### config.mk
export PLATFORM = sky130hd
export DESIGN_NAME = key_weight_replay_cache
export DESIGN_NICKNAME = d
export VERILOG_FILES = /design/src/rtl/key_weight_replay_cache.sv
export SDC_FILE = /design/constraint.sdc
export NUM_CORES = 1
export LEC_CHECK = 0
export ABC_AREA = 1
export CORE_ASPECT_RATIO = 0.75
export CORE_MARGIN = 5
export CORE_UTILIZATION = 25
export DETAILED_ROUTE_END_ITERATION = 8
export PLACE_DENSITY = 0.49
export SYNTH_ARGS = -nofsm -noshare
export SYNTH_HDL_FRONTEND = slang
export SYNTH_SLANG_ARGS = --single-unit
### constraint.sdc
create_clock -name clk -period 2.3 [get_ports clk]
set_input_delay 0.23 -clock clk [delete_from_list [all_inputs] [get_ports clk]]
set_output_delay 0.23 -clock clk [all_outputs]
set_load 0.01 [all_outputs]
### src/rtl/key_weight_replay_cache.sv
// key_weight_replay_cache
// Captures one key-weight tensor from the parameter ROM stream, forwarding each
// beat as it arrives. It then replays the stored tensor REPEAT-1 more times
// from local registers, so the key-projection stage gets one weight pass per
// token. After the last replay it goes back to loading the next tensor.
// Optional build macro: KEY_WEIGHT_REPLAY_PERSIST_EN. When it is defined, the
// block loads once and then replays forever until rst, for static weights.
module key_weight_replay_cache #(
    parameter int PRECISION_0       = 16,
    parameter int PRECISION_1       = 3,
    parameter int TENSOR_SIZE_DIM_0 = 32,
    parameter int TENSOR_SIZE_DIM_1 = 1,
    parameter int PARALLELISM_DIM_0 = 1,
    parameter int PARALLELISM_DIM_1 = 1,
    parameter int PAR               = PARALLELISM_DIM_0 * PARALLELISM_DIM_1,
    parameter int DEPTH             = (TENSOR_SIZE_DIM_0 * TENSOR_SIZE_DIM_1) / PAR,
    parameter int REPEAT            = 4
) (
    input  logic                   clk,
    input  logic                   rst,
    input  logic [PRECISION_0-1:0] data_in [PAR],
    input  logic                   data_in_valid,
    output logic                   data_in_ready,
    output logic [PRECISION_0-1:0] data_out [PAR],
    output logic                   data_out_valid,
    input  logic                   data_out_ready,
    output logic                   data_out_last,
    output logic                   replaying
);

    localparam int WORD_W = PAR * PRECISION_0;
    localparam int PTR_W  = $clog2(DEPTH);
    localparam int PASS_W = (REPEAT > 1) ? $clog2(REPEAT) : 1;

    localparam logic [PTR_W-1:0] PTR_LAST = PTR_W'(DEPTH - 1);
`ifndef KEY_WEIGHT_REPLAY_PERSIST_EN
    localparam logic [PASS_W-1:0] PASS_LAST = PASS_W'(REPEAT - 1);
`endif

    // Parameter sanity: these configurations cannot be built meaningfully.
    if (DEPTH < 2) begin : g_depth_chk
        $error("key_weight_replay_cache: DEPTH must be at least 2");
    end
    if (REPEAT < 1) begin : g_repeat_chk
        $error("key_weight_replay_cache: REPEAT must be at least 1");
    end
    if (PRECISION_1 > PRECISION_0) begin : g_frac_chk
        $error("key_weight_replay_cache: fractional bits exceed element width");
    end

    typedef enum logic {
        S_LOAD   = 1'b0,
        S_REPLAY = 1'b1
    } state_e;

    state_e              state_q, state_d;
    logic [PTR_W-1:0]    ptr_q, ptr_d;
    logic [PASS_W-1:0]   pass_q, pass_d;
    logic [WORD_W-1:0]   out_data_q, out_data_d;
    logic                out_valid_q, out_valid_d;
    logic                out_last_q, out_last_d;

    logic [WORD_W-1:0]   mem_q [DEPTH];
    logic                mem_we;
    logic [WORD_W-1:0]   in_word;
    logic                adv;

    // Flatten the incoming beat into one storage word.
    always_comb begin
        in_word = '0;
        for (int i = 0; i < PAR; i++) begin
            in_word[i*PRECISION_0 +: PRECISION_0] = data_in[i];
        end
    end

    // Next-state, counter and output-register logic for the LOAD/REPLAY FSM.
    always_comb begin
        adv           = !out_valid_q || data_out_ready;
        state_d       = state_q;
        ptr_d         = ptr_q;
        pass_d        = pass_q;
        out_data_d    = out_data_q;
        out_last_d    = out_last_q;
        out_valid_d   = adv ? 1'b0 : out_valid_q;
        mem_we        = 1'b0;
        data_in_ready = 1'b0;

        unique case (state_q)
            S_LOAD: begin
                data_in_ready = adv;
                if (data_in_valid && adv) begin
                    mem_we      = 1'b1;
                    out_data_d  = in_word;
                    out_valid_d = 1'b1;
                    out_last_d  = (ptr_q == PTR_LAST);
                    if (ptr_q == PTR_LAST) begin
                        ptr_d = '0;
`ifdef KEY_WEIGHT_REPLAY_PERSIST_EN
                        state_d = S_REPLAY;
`else
                        if (REPEAT > 1) begin
                            state_d = S_REPLAY;
                            pass_d  = PASS_W'(1);
                        end
`endif
                    end else begin
                        ptr_d = ptr_q + PTR_W'(1);
                    end
                end
            end

            S_REPLAY: begin
                if (adv) begin
                    out_data_d  = mem_q[ptr_q];
                    out_valid_d = 1'b1;
                    out_last_d  = (ptr_q == PTR_LAST);
                    if (ptr_q == PTR_LAST) begin
                        ptr_d = '0;
`ifndef KEY_WEIGHT_REPLAY_PERSIST_EN
                        if (pass_q == PASS_LAST) begin
                            state_d = S_LOAD;
                            pass_d  = '0;
                        end else begin
                            pass_d = pass_q + PASS_W'(1);
                        end
`endif
                    end else begin
                        ptr_d = ptr_q + PTR_W'(1);
                    end
                end
            end

            default: begin
                state_d = S_LOAD;
            end
        endcase
    end

    // State, counters and output register; reset discards any partial tensor.
    always_ff @(posedge clk) begin
        if (rst) begin
            state_q     <= S_LOAD;
            ptr_q       <= '0;
            pass_q      <= '0;
            out_data_q  <= '0;
            out_valid_q <= 1'b0;
            out_last_q  <= 1'b0;
        end else begin
            state_q     <= state_d;
            ptr_q       <= ptr_d;
            pass_q      <= pass_d;
            out_data_q  <= out_data_d;
            out_valid_q <= out_valid_d;
            out_last_q  <= out_last_d;
        end
    end

    // Weight storage; deliberately not cleared by reset.
    always_ff @(posedge clk) begin
        if (mem_we) begin
            mem_q[ptr_q] <= in_word;
        end
    end

    // Unpack the output register onto the per-element output port.
    always_comb begin
        for (int i = 0; i < PAR; i++) begin
            data_out[i] = out_data_q[i*PRECISION_0 +: PRECISION_0];
        end
    end

    assign data_out_valid = out_valid_q;
    assign data_out_last  = out_last_q;
    assign replaying      = (state_q == S_REPLAY);

endmodule

# [Yosys cells after proc, flatten, opt, wreduce, memory -nomap -nowiden]
# Memory sizes are Yosys's and may differ from the RTL's. A register that Yosys moved wholly into a read port is not among the register bits.
# Cells that the tools add are included.
[classes] addsub=2 mul=0 n_div=0 order_cmp=0 n_eq_ne=6 shift=0 mux=33 n_bitwise=1 reduce_logical=5
[ops] op="$mux 16" n=2
[ops] op="$pmux 16 s2" n=1
[ops] op="$mux 5" n=5
[ops] op="$mux 1" n=15
[ops] op="$mux 2" n=5
[ops] op="$pmux 5 s2" n=1
[ops] op="$pmux 1 s2" n=3
[ops] op="$add 5x1->5 const B" n=1
[ops] op="$eq 5x5->1 const B" n=1
[ops] op="$ne 2x1->1 const B" n=2
[ops] op="$ne 2x2->1 const B" n=2
[ops] op="$pmux 2 s2" n=1
[ops] op="$reduce_and 4->1" n=1
[ops] op="$add 2x1->2 const B" n=1
[ops] op="$eq 2x2->1 const B" n=1
[ops] op="$reduce_and 2->1" n=1
[ops] op="$logic_and 1x1->1" n=1
[ops] op="$logic_not 1->1" n=1
[ops] op="$logic_or 1x1->1" n=1
[ops] op="$not 1->1" n=1
[word_totals] regBits=26 latchBits=0 ramBits=512 rom_bits=0 output_inout_bits=20 elab_cells=54 mem_count=1
[mem_list] memory="mem_q" words=32 width=16 read_ports=1 rd_ports_with_merged_regs=1 wr=1 line="63" text="logic [WORD_W-1:0] mem_q [DEPTH];"

# [Logic depth before layout (Yosys ltp)]
# Gate-level depths: netlist of the first run.
[logic_depth] ltp_word=7 depth_mapped=12 ltp_nobuf=9

# [Worst setup path after synthesis of the first run]
# No wires, ideal clock.
[synth_timing] kind="reg-to-reg" from="reg state_q (netlist: replaying)" to="mem mem_q[0][0] (netlist bit) (enable)" setup_time_ns=0.388 arrival_time_ns=1.714 slack_ns=0.197 stages_incl_launch_ff=4 n_path_buf=0 synth_period_minus_slack_ns=2.103 path_cell_list="dfxtp_1 nor3_1 nand2_1 nor2_1"
[synth_via] elab_chain_cells=3
[synth_rtl] element="from (decl)" line="56" text="state_e state_q, state_d;"
[synth_rtl] element="from (signal assigned)" line="149" text="state_q <= state_d;"
[synth_rtl] element="$mux 1" line="88" text="unique case (state_q)"
[synth_rtl] element="$mux 1" line="160" text="if (mem_we) begin"
[synth_rtl] element="$mux 1 (implied by the code)" line="161" text="mem_q[ptr_q] <= in_word;"
[synth_rtl] element="to (decl)" line="63"
# Every way passes these cells.

==> impl_metrics.tcl, run 1 <==
set metrics [dict create \
    drv_slew 0 \
    finalHoldViolCount 0 \
    synthFlopType "edfxtp_1" \
    routed-via-count 15000 \
    insertion_delay_ns 0.61 \
    htree_levels 2 \
    dr.first_iter.drc_count 1921 \
    gr-usage-all-layers_pct 14.1 \
    fmax_ghz 0.465 \
    cts_sinks 543 \
    drtAntennaViolNets 0 \
    die_w_um 354 \
    cts_buffers 55 \
    die_h_um 268 \
    numPortBuffers 39 \
    wl_met2_um 26400 \
    yosys_register_bits 543 \
    finClkSkew_ns 0.0208 \
    ys_async_sr_fraction_pct 0 \
    wl_per_cell_um 21.3 \
    cts_hold_buf 0 \
    status "completed" \
    rsz0062_at_grt "no" \
    grt_pass1_wl_um 98000 \
    fin_nets 2055 \
    synth_area_um2 22200 \
    synth.distinct_cells 22 \
    area_growth_pct 18.2 \
    fill_cells 8871 \
    drt-met1-wl_um 33600 \
    tritoncts "yes" \
    drv_cap 0 \
    setup_tns_ns 0 \
    gp_congestion 0.872 \
    synthCells 1947 \
    root_buffer "clkbuf_16" \
    first_pass_iters 6 \
    drive_above_1_share_pct 9.06 \
    synth_nets 1974 \
    via_per_inst 4.66 \
    stdcell_count 3227 \
    yosys_warnings 0 \
    cp.arrival_ns 2.69 \
    syn_avg_cell_area_um2 11.4 \
    cts_setup_buffers 0 \
    worstSetupEndpointType "flop" \
    hp-class "in -> reg" \
    clockBufferDepth 3 \
    top_layer "met5" \
    io-pin-count 40 \
    p_leak_uw 0.00940 \
    cts_resized 0 \
    std_cell_rows 94 \
    ir_drop_mv 0.550 \
    critPathMaxFanout 46 \
    overflow 0 \
    synth_enable_flop_cells 512 \
    fin_hold_ws_ns 0.121 \
    antenna_found_initial 5 \
    grt_pass1_vias 14100 \
    critPathRequiredTime_ns 2.84 \
    min_period_over_period_pct 93.5 \
    core_um2 87900 \
    tightest_slew_ns 0.682 \
    slew_headroom_pct 54.6 \
    placedCellCount 3123 \
    clk_pin_slew_ns 0.07 \
    wl_met3_um 7640 \
    drc_errors 0 \
    finalSetupViolCount 0 \
    yosysSeqAreaShare_pct 72.1 \
    die-area_um2 94900 \
    wl_um 68700 \
    start_util_pct 25.3 \
    powerDensity_nw_per_um2 824 \
    hpwl_um 43000 \
    criticalPathCategory "reg -> reg" \
    min_period_ns 2.15 \
    grt_max_degree 81 \
    crit_path_start_kind "flop" \
]
final cells by class:
type | count | area [um^2] | area share [%]
repair buffers | 141 | 1610 | 6.15
well taps | 1152 | 1440 | 5.49
diodes | 1 | 2.50 | 0.00954
flip-flops and latches | 543 | 16000 | 61.0
multi-input cells | 1268 | 5390 | 20.5
clock buffers | 75 | 1550 | 5.89
inverters | 19 | 81.3 | 0.310
clock inverters | 28 | 165 | 0.629
worst paths after layout:
check             slack (ns)           from  depth (start not counted)             to
setup / recovery        0.15           flop                         10   data_out[13]
hold / removal          0.12     data_in[5]                          1    mem_q[8][5]
setup reg to reg        0.15           flop                         10   data_out[13]
hold reg to reg         0.48  data_out_last                          2  data_out_last
per-layer routing:
layer	up-vias	track usage [%]
met3	80	4.44
met5	-	0
met4	6	2.93
met1	7347	22.2
met2	678	18.5
li1	6919	-
logic make-up (layout without fill, tap and decap cells):
kind of cell / after synthesis / after routing / synth area share, %
buf+inv: 136 / 263 / 3.66
flops: 543 / 543 / 72.1
compound gates: 66 / 66 / 1.54
simple gates: 1195 / 1195 / 22.3
fa+ha+maj: 7 / 7 / 0.395
other cells: 0 / 1 / 0
critical path, stage by stage, from the launching register on:
cell     delay, ns
dfxtp_4       0.45
buf_12        0.24
buf_4         0.25
nand2_1       0.07
nand3_1       0.08
nand2_1       0.08
nand2_1       0.06
nand3_1       0.16
nand3_1       0.18
nand3_1       0.25
a21oi_1       0.19
synthesized netlist by cell type, types with 2 or more instances:
| cell | count | share of area, % |
|---|---|---|
| nand2_1 | 780 | 13 |
| a211oi_1 | 2 | 0.068 |
| inv_1 | 17 | 0.29 |
| buf_1 | 17 | 0.29 |
| buf_6 | 24 | 1.2 |
| buf_4 | 20 | 0.68 |
| ha_1 | 7 | 0.39 |
| dfxtp_1 | 31 | 2.8 |
| clkbuf_1 | 31 | 0.52 |
| a21oi_1 | 41 | 0.92 |
| o21ai_0 | 20 | 0.45 |
| nand3_1 | 376 | 8.5 |
| edfxtp_1 | 512 | 69 |
| buf_2 | 24 | 0.54 |
| nor2_1 | 38 | 0.64 |
registers in the layout (all words and copies together), names as in the netlist, named ones only:
name / flops
ptr_q: 5
data_out_valid: 1
data_out_last: 1
pass_q: 2
replaying: 1
data_out: 16
mem_q: 512
placed cells by master, fill, tap and decap left out, drive strengths merged:
master,n
a21oi,41
clkbuf,75
bufinv,1
nor3,1
clkinv,26
diode,1
clkdlybuf4s50,38
edfxtp,512
inv,19
nand3,376
a211oi,2
ha,7
dfxtp,31
o21ai,21
clkinvlp,1
a31oi,1
buf,103
o211ai,1
nor2,38
nand2,780
power by group:
part / total, uW / switching, uW / internal, uW
logic: 2120 / 1510 / 606
registers: 11000 / 53.6 / 10900
clock network: 8550 / 3750 / 4800
total: 21600 / 5320 / 16300
metrics by stage:
step / total power (uW) / worst slack [ns] / util (%) / cell area (um^2)
floorplan: 12300 / 0.197 / - / 22200
global placement: 13300 / 0.0747 / 27.9 / 24500
detailed placement: 13300 / 0.135 / 27.9 / 24500
CTS: 21800 / 0.161 / 29.9 / 26200
global route: 22400 / 0.0489 / 29.9 / 26200
finish: 21600 / 0.150 / 29.9 / 26200
Power figures use the tool's default switching activity.
==> inputs of run 2 (changes only) <==
CORE_UTILIZATION = 45   (was 25)
HOLD_SLACK_MARGIN = 0.03   (was default)
PLACE_DENSITY = 0.71   (was 0.49)
==> impl_metrics.tcl, run 2 (same netlist as run 1, synthesis figures left out) <==
set metrics [dict create \
    clockBufferDepth 3 \
    die_w_um 266 \
    htree_levels 2 \
    cp.arrival_ns 2.04 \
    n_antenna_cell 0 \
    slew_headroom_pct 47.0 \
    numPortBuffers 39 \
    path_cells "inv_1 > nor2_1 > nor2_1 > clkdlybuf4s50_1" \
    min_period_ns 2.27 \
    finClkSkew_ns 0.0212 \
    path_common_cell "nor2_1" \
    critPathMaxFanout 4 \
    cts_hold_buf 0 \
    largest_reg_flops 512 \
    dr.first_iter.drc_count 2152 \
    max_stage_delay_ns 0.61 \
    finalHoldViolCount 0 \
    tightest_slew_ns 0.793 \
    hpwl_um 36600 \
    hp-start "data_in_valid" \
    routed-via-count 15100 \
    insertion_delay_ns 0.58 \
    regMostFlops "mem_q" \
    area_growth_pct 14.2 \
    drtAntennaViolNets 0 \
    drv_cap 0 \
    drc_errors 0 \
    min_period_over_period_pct 98.6 \
    io-pin-count 40 \
    crit_path_start_kind "flop" \
    std_cell_rows 70 \
    root_buffer "clkbuf_16" \
    seqCellArea_um2 16000 \
    powerDensity_nw_per_um2 843 \
    rr_endpoint "data_out[14]" \
    cts_buffers 50 \
    drv_slew 0 \
    overflow 0 \
    final_cell_mix "nand2_1, edfxtp_1, nand3_1, buf_4, clkbuf_16" \
    multi_input_area_um2 5390 \
    status "completed" \
    tritoncts "yes" \
    fmax_ghz 0.441 \
    critPathRequiredTime_ns 2.07 \
    die-area_um2 53900 \
    die_h_um 202 \
    cpMaxStageDelayCell "clkdlybuf4s50_1" \
    gp_congestion 0.965 \
    wl_um 59700 \
    wl_per_cell_um 22.1 \
    first_pass_iters 6 \
    whs_path_depth 3 \
    core_um2 48800 \
    grt_pass1_vias 14100 \
    ir_drop_mv 0.666 \
    fin_hold_ws_ns 0.368 \
    hp-class "in -> reg" \
    fin_nets 2038 \
    cts_resized 0 \
    setup_tns_ns 0 \
    gr-usage-all-layers_pct 21.7 \
    p_leak_uw 0.00926 \
    path_buf_inv 2 \
    finalSetupViolCount 0 \
    fill_cells 4076 \
    layout_commonest_cell "nand2_1" \
    grt_pass1_wl_um 88200 \
    drive_above_1_share_pct 8.29 \
    rsz0062_at_grt "no" \
    worst-r2r-cell-count 9 \
    cts_setup_buffers 0 \
    clk_pin_slew_ns 0.07 \
    via_per_inst 5.58 \
    crit_family "buffers and inverters" \
    r2r_slack_ns 0.15 \
    start_util_pct 45.5 \
    cts_sinks 543 \
    stdcell_count 2698 \
    grt_max_degree 145 \
    antenna_found_initial 1 \
    criticalPathCategory "reg -> out" \
    placedCellCount 2607 \
    worstSetupEndpointType "output pin" \
    holdPathEnd "data_out_valid" \
]
run 2: area by class of cell:
class                           instances  area share (%)
Inverter                               19           0.311
Tap cell                              648            3.20
Clock buffer                           68            5.57
Multi-Input combinational cell       1268            21.3
Timing Repair Buffer                  129            5.54
Sequential cell                       543            63.1
Clock inverter                         23           0.982
run 2: worst max-delay path by stage:
stage	endpoint	from	slack, ns	depth (start not counted)
after global routing	data_in_ready	data_out_valid	0.01	4
after global placement	mem_q[23][0]	data_in_valid	0.10	8
after CTS	data_in_ready	data_out_valid	0.06	4
final	data_in_ready	data_out_valid	0.03	4
after floorplan	mem_q[0][0]	replaying	0.20	3
after detailed placement	mem_q[24][3]	data_in_valid	0.11	8
run 2: worst reg2reg max path, stage by stage (launching register included):
cell and delay (ns):
dfxtp_4 0.40, buf_12 0.41, nand2_1 0.35, nand3_1 0.14
nand2_1 0.12, nand2_1 0.08, nand3_1 0.16, nand3_1 0.19
nand3_1 0.09, a21oi_1 0.14
run 2: layer usage:
layer / global-route usage [%] / up-vias / share of wire, %
li1: - / 6869 / -
met4: 4.06 / 2 / 1.8
met1: 34.1 / 7261 / 44
met5: 0 / - / 0.018
met3: 4.66 / 85 / 12
met2: 31.6 / 837 / 43
run 2: through the flow:
step | power [uW] | instance area, um^2 | utilization [%] | setup WS (ns)
final | 21400 | 25300 | 52.0 | 0.0323
after global routing | 22100 | 25300 | 52.0 | 0.0115
after CTS | 21400 | 25300 | 52.0 | 0.0562
after detailed placement | 13100 | 23700 | 48.6 | 0.112
after global placement | 13100 | 23700 | 48.6 | 0.103
after floorplan | 12300 | 22200 | - | 0.197
run 2: power breakdown:
part	leakage, uW	internal [uW]	total, uW	switching [uW]
registers	0.00487	10900	11000	66.8
logic	0.00358	569	1980	1410
clock network	0.000809	4860	8430	3570
total	0.00926	16300	21400	5040
